## src/rtl/serial_add_unit.sv

```systemverilog
// Bit-serial LSB-first add/subtract around one full adder, carry fed back through a register.
// Optional SERIAL_ADD_SAT_EN clamps an overflowing result (add -> all ones, sub -> zero).

module fa (
    input  logic a,
    input  logic b,
    input  logic c_in,
    output logic s,
    output logic c_out
);
    assign s     = a ^ b ^ c_in;
    assign c_out = (a & b) | (c_in & (a ^ b));
endmodule

module serial_add_unit #(
    parameter int WIDTH = 8
) (
    input  logic             clk,
    input  logic             rst,
    input  logic             in_valid,
    output logic             in_ready,
    input  logic [WIDTH-1:0] in_a,
    input  logic [WIDTH-1:0] in_b,
    input  logic             in_sub,
    output logic             out_valid,
    input  logic             out_ready,
    output logic [WIDTH-1:0] out_sum,
    output logic             out_ovf
);
    localparam int CW = $clog2(WIDTH + 1);

    typedef enum logic [1:0] {IDLE, RUN, DONE} state_t;

    state_t           state;
    logic [WIDTH-1:0] a_sh, b_sh, s_sh, sum_q;
    logic [CW-1:0]    cnt;
    logic             carry, sub_q, ovf_q;
    logic             fa_s, fa_c;
    logic [WIDTH-1:0] s_next, sum_fin;
    logic             ovf_next;

    fa u_fa (
        .a    (a_sh[0]),
        .b    (b_sh[0]),
        .c_in (carry),
        .s    (fa_s),
        .c_out(fa_c)
    );

    // Sum bits enter at the MSB so the last RUN edge leaves the result aligned.
    always_comb begin
        s_next           = s_sh >> 1;
        s_next[WIDTH-1]  = fa_s;
        ovf_next         = sub_q ? ~fa_c : fa_c;
`ifdef SERIAL_ADD_SAT_EN
        sum_fin = ovf_next ? (sub_q ? '0 : '1) : s_next;
`else
        sum_fin = s_next;
`endif
    end

    always_ff @(posedge clk) begin
        if (rst) begin
            state <= IDLE;
            a_sh  <= '0;
            b_sh  <= '0;
            s_sh  <= '0;
            sum_q <= '0;
            cnt   <= '0;
            carry <= 1'b0;
            sub_q <= 1'b0;
            ovf_q <= 1'b0;
        end else begin
            case (state)
                IDLE: begin
                    if (in_valid) begin
                        a_sh  <= in_a;
                        b_sh  <= in_sub ? ~in_b : in_b;
                        carry <= in_sub;
                        sub_q <= in_sub;
                        cnt   <= '0;
                        state <= RUN;
                    end
                end
                RUN: begin
                    s_sh  <= s_next;
                    a_sh  <= a_sh >> 1;
                    b_sh  <= b_sh >> 1;
                    carry <= fa_c;
                    cnt   <= cnt + CW'(1);
                    if (cnt == CW'(WIDTH - 1)) begin
                        sum_q <= sum_fin;
                        ovf_q <= ovf_next;
                        state <= DONE;
                    end
                end
                DONE: begin
                    if (out_ready) begin
                        sum_q <= '0;
                        ovf_q <= 1'b0;
                        state <= IDLE;
                    end
                end
                default: state <= IDLE;
            endcase
        end
    end

    // Reset masks the outputs immediately rather than waiting for the edge.
    assign in_ready  = (state == IDLE) && !rst;
    assign out_valid = (state == DONE) && !rst;
    assign out_sum   = rst ? '0 : sum_q;
    assign out_ovf   = ovf_q && !rst;
endmodule

```

## config.mk

```make
export PLATFORM = sky130hd
export DESIGN_NAME = serial_add_unit
export DESIGN_NICKNAME = d
export VERILOG_FILES = /design/src/rtl/serial_add_unit.sv
export SDC_FILE = /design/constraint.sdc
export NUM_CORES = 1
export LEC_CHECK = 0
export CORE_ASPECT_RATIO = 1.1
export CORE_MARGIN = 3
export CORE_UTILIZATION = 59
export CTS_BUF_LIST = sky130_fd_sc_hd__clkbuf_4
export DETAILED_ROUTE_END_ITERATION = 16
export PLACE_DENSITY_LB_ADDON = 0.25
export SYNTH_ARGS = -nofsm -noshare
export SYNTH_HDL_FRONTEND = slang
export SYNTH_HIERARCHICAL = 1
export SYNTH_SLANG_ARGS = --single-unit
```

## constraint.sdc

```tcl
create_clock -name clk -period 3.9 [get_ports clk]
set_input_delay 0.39 -clock clk [delete_from_list [all_inputs] [get_ports clk]]
set_output_delay 0.39 -clock clk [all_outputs]
set_load 0.02 [all_outputs]
```

# ---- Word-level counts from Yosys, hierarchy flattened
# Cells that the tools add are included.
dict set report word_totals {
  ff_bits 41
  input_bits 21
  word_cells 55
}
dict set report op_classes {
  n_addsub 1
  n_eq_ne 6
  muxes 21
  bitwise 7
  n_reduce_logical 11
}
# cell count
set ops {}
lappend ops {{2-to-1 mux 8 bit} 6}
lappend ops {{case mux 8 bit (2 select lines)} 3}
lappend ops {{NOT 8 bit} 1}
lappend ops {{case mux 4 bit (2 select lines)} 1}
lappend ops {{2-to-1 mux 2 bit} 3}
lappend ops {{inequality test 2 bit (second input constant)} 3}
lappend ops {{case mux 2 bit (3 select lines)} 1}
lappend ops {{AND reduction 3 bit} 2}
lappend ops {{adder 4 x 1 -> 4 bit (second input constant)} 1}
lappend ops {{== test 4 x 3 -> 1 bit (second input constant)} 1}
lappend ops {{2-to-1 mux 1 bit} 4}
lappend ops {{2-to-1 mux 4 bit} 1}
lappend ops {{case mux 1 bit (2 select lines)} 2}
lappend ops {{AND reduction 2 bit} 2}
lappend ops {{nonzero test 2 bit} 2}
lappend ops {{logical AND 1 bit} 3}
lappend ops {{AND 1 bit} 2}
lappend ops {{== test 2 x 1 -> 1 bit (second input constant)} 1}
lappend ops {{== test 2 bit (second input constant)} 1}
lappend ops {{zero test 2 bit} 1}
lappend ops {{bitwise XOR 1 bit} 2}
lappend ops {{zero test 1 bit} 1}
lappend ops {{NOT 1 bit} 1}
lappend ops {{bitwise OR 1 bit} 1}

# ---- Longest topological paths before layout
dict set report depth {
  depth_word 7
  ltp_mapped 6
  ltp_nobuf 4
}

# ---- Modules after synthesis
# The synthesis kept the hierarchy.
# module n_inst cells_each area_each_um2
set by_module_without_submodules {}
lappend by_module_without_submodules {serial_add_unit 1 222 1934.4}
lappend by_module_without_submodules {fa 1 1 20.0}

# ---- Least setup slack after synthesis
# OpenSTA, ideal clock, no wires.
dict set report synth_path {
  path_type {input port to output port}
  from {in rst}
  to {out in_ready}
  t_arrival_ns 1.217
  t_required_ns 3.510
  path_slack_ns 2.293
  cell_stages 4
  n_path_buf 2
  cell_sequence {buf_2 > or2_1 > clkbuf_1 > nor2_1}
}
dict set report synth_between {
  elab_chain_len 2
}
# item line_no
set synth_rtl {}
lappend synth_rtl {{start: declaration} 19} ;# input logic rst,
lappend synth_rtl {{zero test 1 bit} 110} ;# assign in_ready = (state == IDLE) && !rst;
lappend synth_rtl {{logical AND 1 bit} 110}
lappend synth_rtl {{end: declaration} 21} ;# output logic in_ready,
# Every way passes these cells.

# ---- Final worst setup path
dict set report layout_path {
  from {reg state[1]}
  to {out out_valid}
}
dict set report layout_between {
  elab_chain_len 2
}
# item line_no
set layout_rtl {}
lappend layout_rtl {{start: declaration} 34} ;# state_t state;
lappend layout_rtl {{start signal: assignment} 64} ;# state <= IDLE;
lappend layout_rtl {{start signal: assignment} 82} ;# state <= RUN;
lappend layout_rtl {{start signal: assignment} 94} ;# state <= DONE;
lappend layout_rtl {{== test 2 bit} 111} ;# assign out_valid = (state == DONE) && !rst;
lappend layout_rtl {{logical AND 1 bit} 111}
lappend layout_rtl {{end: declaration} 25} ;# output logic out_valid,
# Every way passes these cells.

==> out/metrics.yaml <==
status:
  status: "finished, final reports clean"
job:
  maxCapViolCount: 0
route:
  wl_per_cell_um: 13.6
  dr.pass1.iters: 4
  drc_errors: 0
  postRouteWirelength_mm: 3.81
  avgViaCountPerCell: 5.69
  top_layer_used: "met4"
  num_vias: 1593
  dr_wl_met2_mm: 1.76
  wl_met3_um: 207
  drtAntennaViolNets: 0
  drt-met1-wl_mm: 1.80
  drtIter0Drc: 115
global_route:
  grt_pass1_vias: 1428
  grt_pass1_wl_mm: 6.38
  antenna_found_initial: 0
  grt_overflow: 0
  track_usage_pct: 20.8
  grt_max_degree: 46
setup_path:
  crit_path_cell_trace: "nor2b_1 > nor2b_1 > clkdlybuf4s50_1"
  crit_path_max_incr_delay_ns: 0.77
  start_kind: "flop"
  crit_top_cell: "nor2b_1"
  cp.arrival_ns: 2.21
  crit_slowest_cell: "dfxtp_1"
  rr_worst_depth: 3
  endpoint_kind: "primary output"
  r2r_start: "state[1]$_SDFFE_PP0P_"
  required_ns: 3.51
  path_class: "reg2out"
  r2r_slack_ns: 1.94
  cp_max_fo: 22
  crit_start: "state[1]$_SDFFE_PP0P_"
  rr_endpoint: "ovf_q$_SDFFE_PP0P_"
  crit_end: "out_valid"
pwr:
  ir_drop_mv: 0.283
  total_power_mw: 0.830
  intPower_mw: 0.616
  cellLeakagePower_nw: 0.837
  powerDensity_nw_per_um2: 361
  netSwitchingPower_mw: 0.213
  sequentialPowerShare_pct: 52.6
  power.share.clock_pct: 34.3
  combinationalPowerShare_pct: 13.0
  sw_frac_of_total_pct: 25.7
timing:
  finalSetupViolations: 0
  tns_ns: 0
  fin_skew_ns: 0.0159
  worst_slack_ns: 1.30
  worst_pin_slew_ns: 0.662
  relSlewSlack_pct: 55.8
  fin_crit_ns: 2.60
  rsz0062_at_grt: "false"
  maxSlewViolCount: 0
  fin_crit_sh_pct: 66.8
  hold_viol: 0
  max_freq_mhz: 384
cts:
  cts.htree.levels: 2
  cts-root-buf: "clkbuf_4"
  cts_hold_buf: 0
  post-cts-setup-buffers: 0
  cts.repair.resized: 0
  cts_sinks: 40
  clk_pin_slew_ns: 0.14
  clk_latency_ns: 0.36
  cts_tree: "built"
  numCtsBuffers: 5
  cts.path.max_buffers: 2
floorplan:
  io_pins: 32
  die_width_um: 60.9
  start_util_pct: 63.0
  rows: 21
  fp.coreArea_sq_um: 3100
  die_y_um: 66.4
  dieArea_sq_um: 4040
final_layout:
  n_antenna_cell: 0
  final_core_util_pct: 74.1
  layout-drive-gt1-share_pct: 6.50
  fin_nets: 268
  area.growth.synth_to_final_pct: 17.5
  stdcell_count: 280
place:
  dp_cells: 272
  port_buffers: 31
  dpl_worst_slack_ns: 1.55
  place_hpwl_mm: 2.47
  gp_congestion: 0.773
logic_synthesis:
  yosys_warnings: 6
  netlist_area_sq_um: 1950
  synth_fp_nets: 246
  syn_area_per_cell_sq_um: 8.76
  synth_cell_types: 41
  yosysSeqAreaShare_pct: 41.0
  synthCells: 223
  ys_seq_elements: 40
hold_path:
  worstHoldPathType: "reg2reg"
==> kinds of logic (layout without fill, tap and decap cells) <==
logic type	Yosys count	in the layout	synth area share, %
xor gates and xnor gates	9	9	4.03
DFF	40	40	41.0
muxes	2	2	1.09
buffers and inverters	21	44	6.21
adders and majority gates	2	2	1.66
and+or+nand+nor	94	94	27.3
AOI/OAI and AO/OA	55	55	18.8
==> power by group through the flow <==
stage / combinational, mW / sequential (mW) / clock, mW
2_1_floorplan: 0.0786 / 0.443 / 0
4_1_cts: 0.109 / 0.437 / 0.287
5_1_grt: 0.121 / 0.440 / 0.304
3_5_place_dp: 0.108 / 0.446 / 0
6_report: 0.108 / 0.437 / 0.285
3_3_place_gp: 0.106 / 0.445 / 0
==> area by class of cell <==
type                    count  area, sq um
repair buffers             33          325
flip-flops and latches     40          801
well taps                  34         42.5
fillers                   248          805
clock inverters             3         46.3
clock buffers               5         37.5
inverters                   3         11.3
multi-input cells         162         1030
==> Yosys cell counts (all sizes together) <==
cell type | n | share of area [%]
or3 | 1 | 0.32
o21ba | 1 | 0.51
a22o | 6 | 2.7
a22oi | 9 | 3.5
nor3b | 1 | 0.38
and3b | 1 | 0.51
nand2b | 10 | 3.2
buf | 13 | 4.7
or3b | 8 | 3.6
o21ai | 9 | 2.3
o2bb2ai | 1 | 0.45
nor2b | 13 | 4.2
nor2 | 15 | 2.9
fa | 1 | 1.0
and2b | 1 | 0.38
ha | 1 | 0.64
nand2 | 18 | 3.5
nand3 | 5 | 1.3
xor2 | 7 | 3.1
o21bai | 1 | 0.58
nor3 | 9 | 2.6
a211oi | 1 | 0.38
xnor2 | 2 | 0.90
o211ai | 1 | 0.38
or2 | 1 | 0.32
inv | 3 | 0.58
a21boi | 1 | 0.96
o221a | 1 | 0.58
clkbuf | 5 | 0.96
a21o | 1 | 0.38
mux2i | 1 | 0.51
mux2 | 1 | 0.58
nand3b | 11 | 4.2
o22ai | 1 | 0.32
a31oi | 2 | 0.64
a21oi | 20 | 5.1
dfxtp | 40 | 41
==> per-stage QoR <==
step | cell area, sq um | hold WS (ns)
after floorplan | 1950 | 0.437
after global placement | 2210 | 0.447
after detailed placement | 2210 | 0.463
after CTS | 2300 | 0.482
after global routing | 2300 | 0.502
final | 2300 | 0.480
==> per-layer routing <==
layer	GRT usage, %	up-vias
met5	0	-
met2	31.8	44
met4	6.50	0
met3	5.27	7
met1	28.4	724
li1	-	818
==> flip-flops by register name (all words and copies together) (netlist names) <==
name	flops
sub_q	1
ovf_q	1
a_sh	8
state	2
cnt	4
sum_q	8
b_sh	8
s_sh	7
carry	1
==> placed cells by master, fill, tap and decap left out, drive strengths merged, types with 2 or more instances in the layout <==
cell type | synthesis | layout
xnor2 | 2 | 2
clkdlybuf4s50 | 0 | 31
clkbuf | 5 | 5
buf | 13 | 2
nor2 | 15 | 15
a21oi | 20 | 20
nand2b | 10 | 10
a22oi | 9 | 9
nor3 | 9 | 9
or3b | 8 | 8
xor2 | 7 | 7
nand3 | 5 | 5
a22o | 6 | 6
a31oi | 2 | 2
inv | 3 | 4
nor2b | 13 | 13
dfxtp | 40 | 40
nand3b | 11 | 11
nand2 | 18 | 18
o21ai | 9 | 9
==> worst min-delay path by stage <==
| stage | slack (ns) | cells past startpoint | from | endpoint |
|---|---|---|---|---|
| detailed placement | 0.46 | 2 | s_sh[1]$_SDFFE_PP0N_ | s_sh[1]$_SDFFE_PP0N_ |
| global placement | 0.45 | 2 | s_sh[1]$_SDFFE_PP0N_ | s_sh[1]$_SDFFE_PP0N_ |
| floorplan | 0.44 | 2 | s_sh[1]$_SDFFE_PP0N_ | s_sh[1]$_SDFFE_PP0N_ |
| finish | 0.48 | 2 | s_sh[1]$_SDFFE_PP0N_ | s_sh[1]$_SDFFE_PP0N_ |
| global route | 0.50 | 2 | s_sh[1]$_SDFFE_PP0N_ | s_sh[1]$_SDFFE_PP0N_ |
| CTS | 0.48 | 2 | a_sh[7]$_SDFFE_PP0P_ | a_sh[7]$_SDFFE_PP0P_ |
==> worst max-delay path: cells and delay by family (launching register included) <==
family                 cells  cell delay [ns]
flip-flops                 1             0.77
AND/OR/NAND/NOR            2             0.47
buffers and inverters      1             0.61
Note: power is estimated with default switching activity, not from simulation.
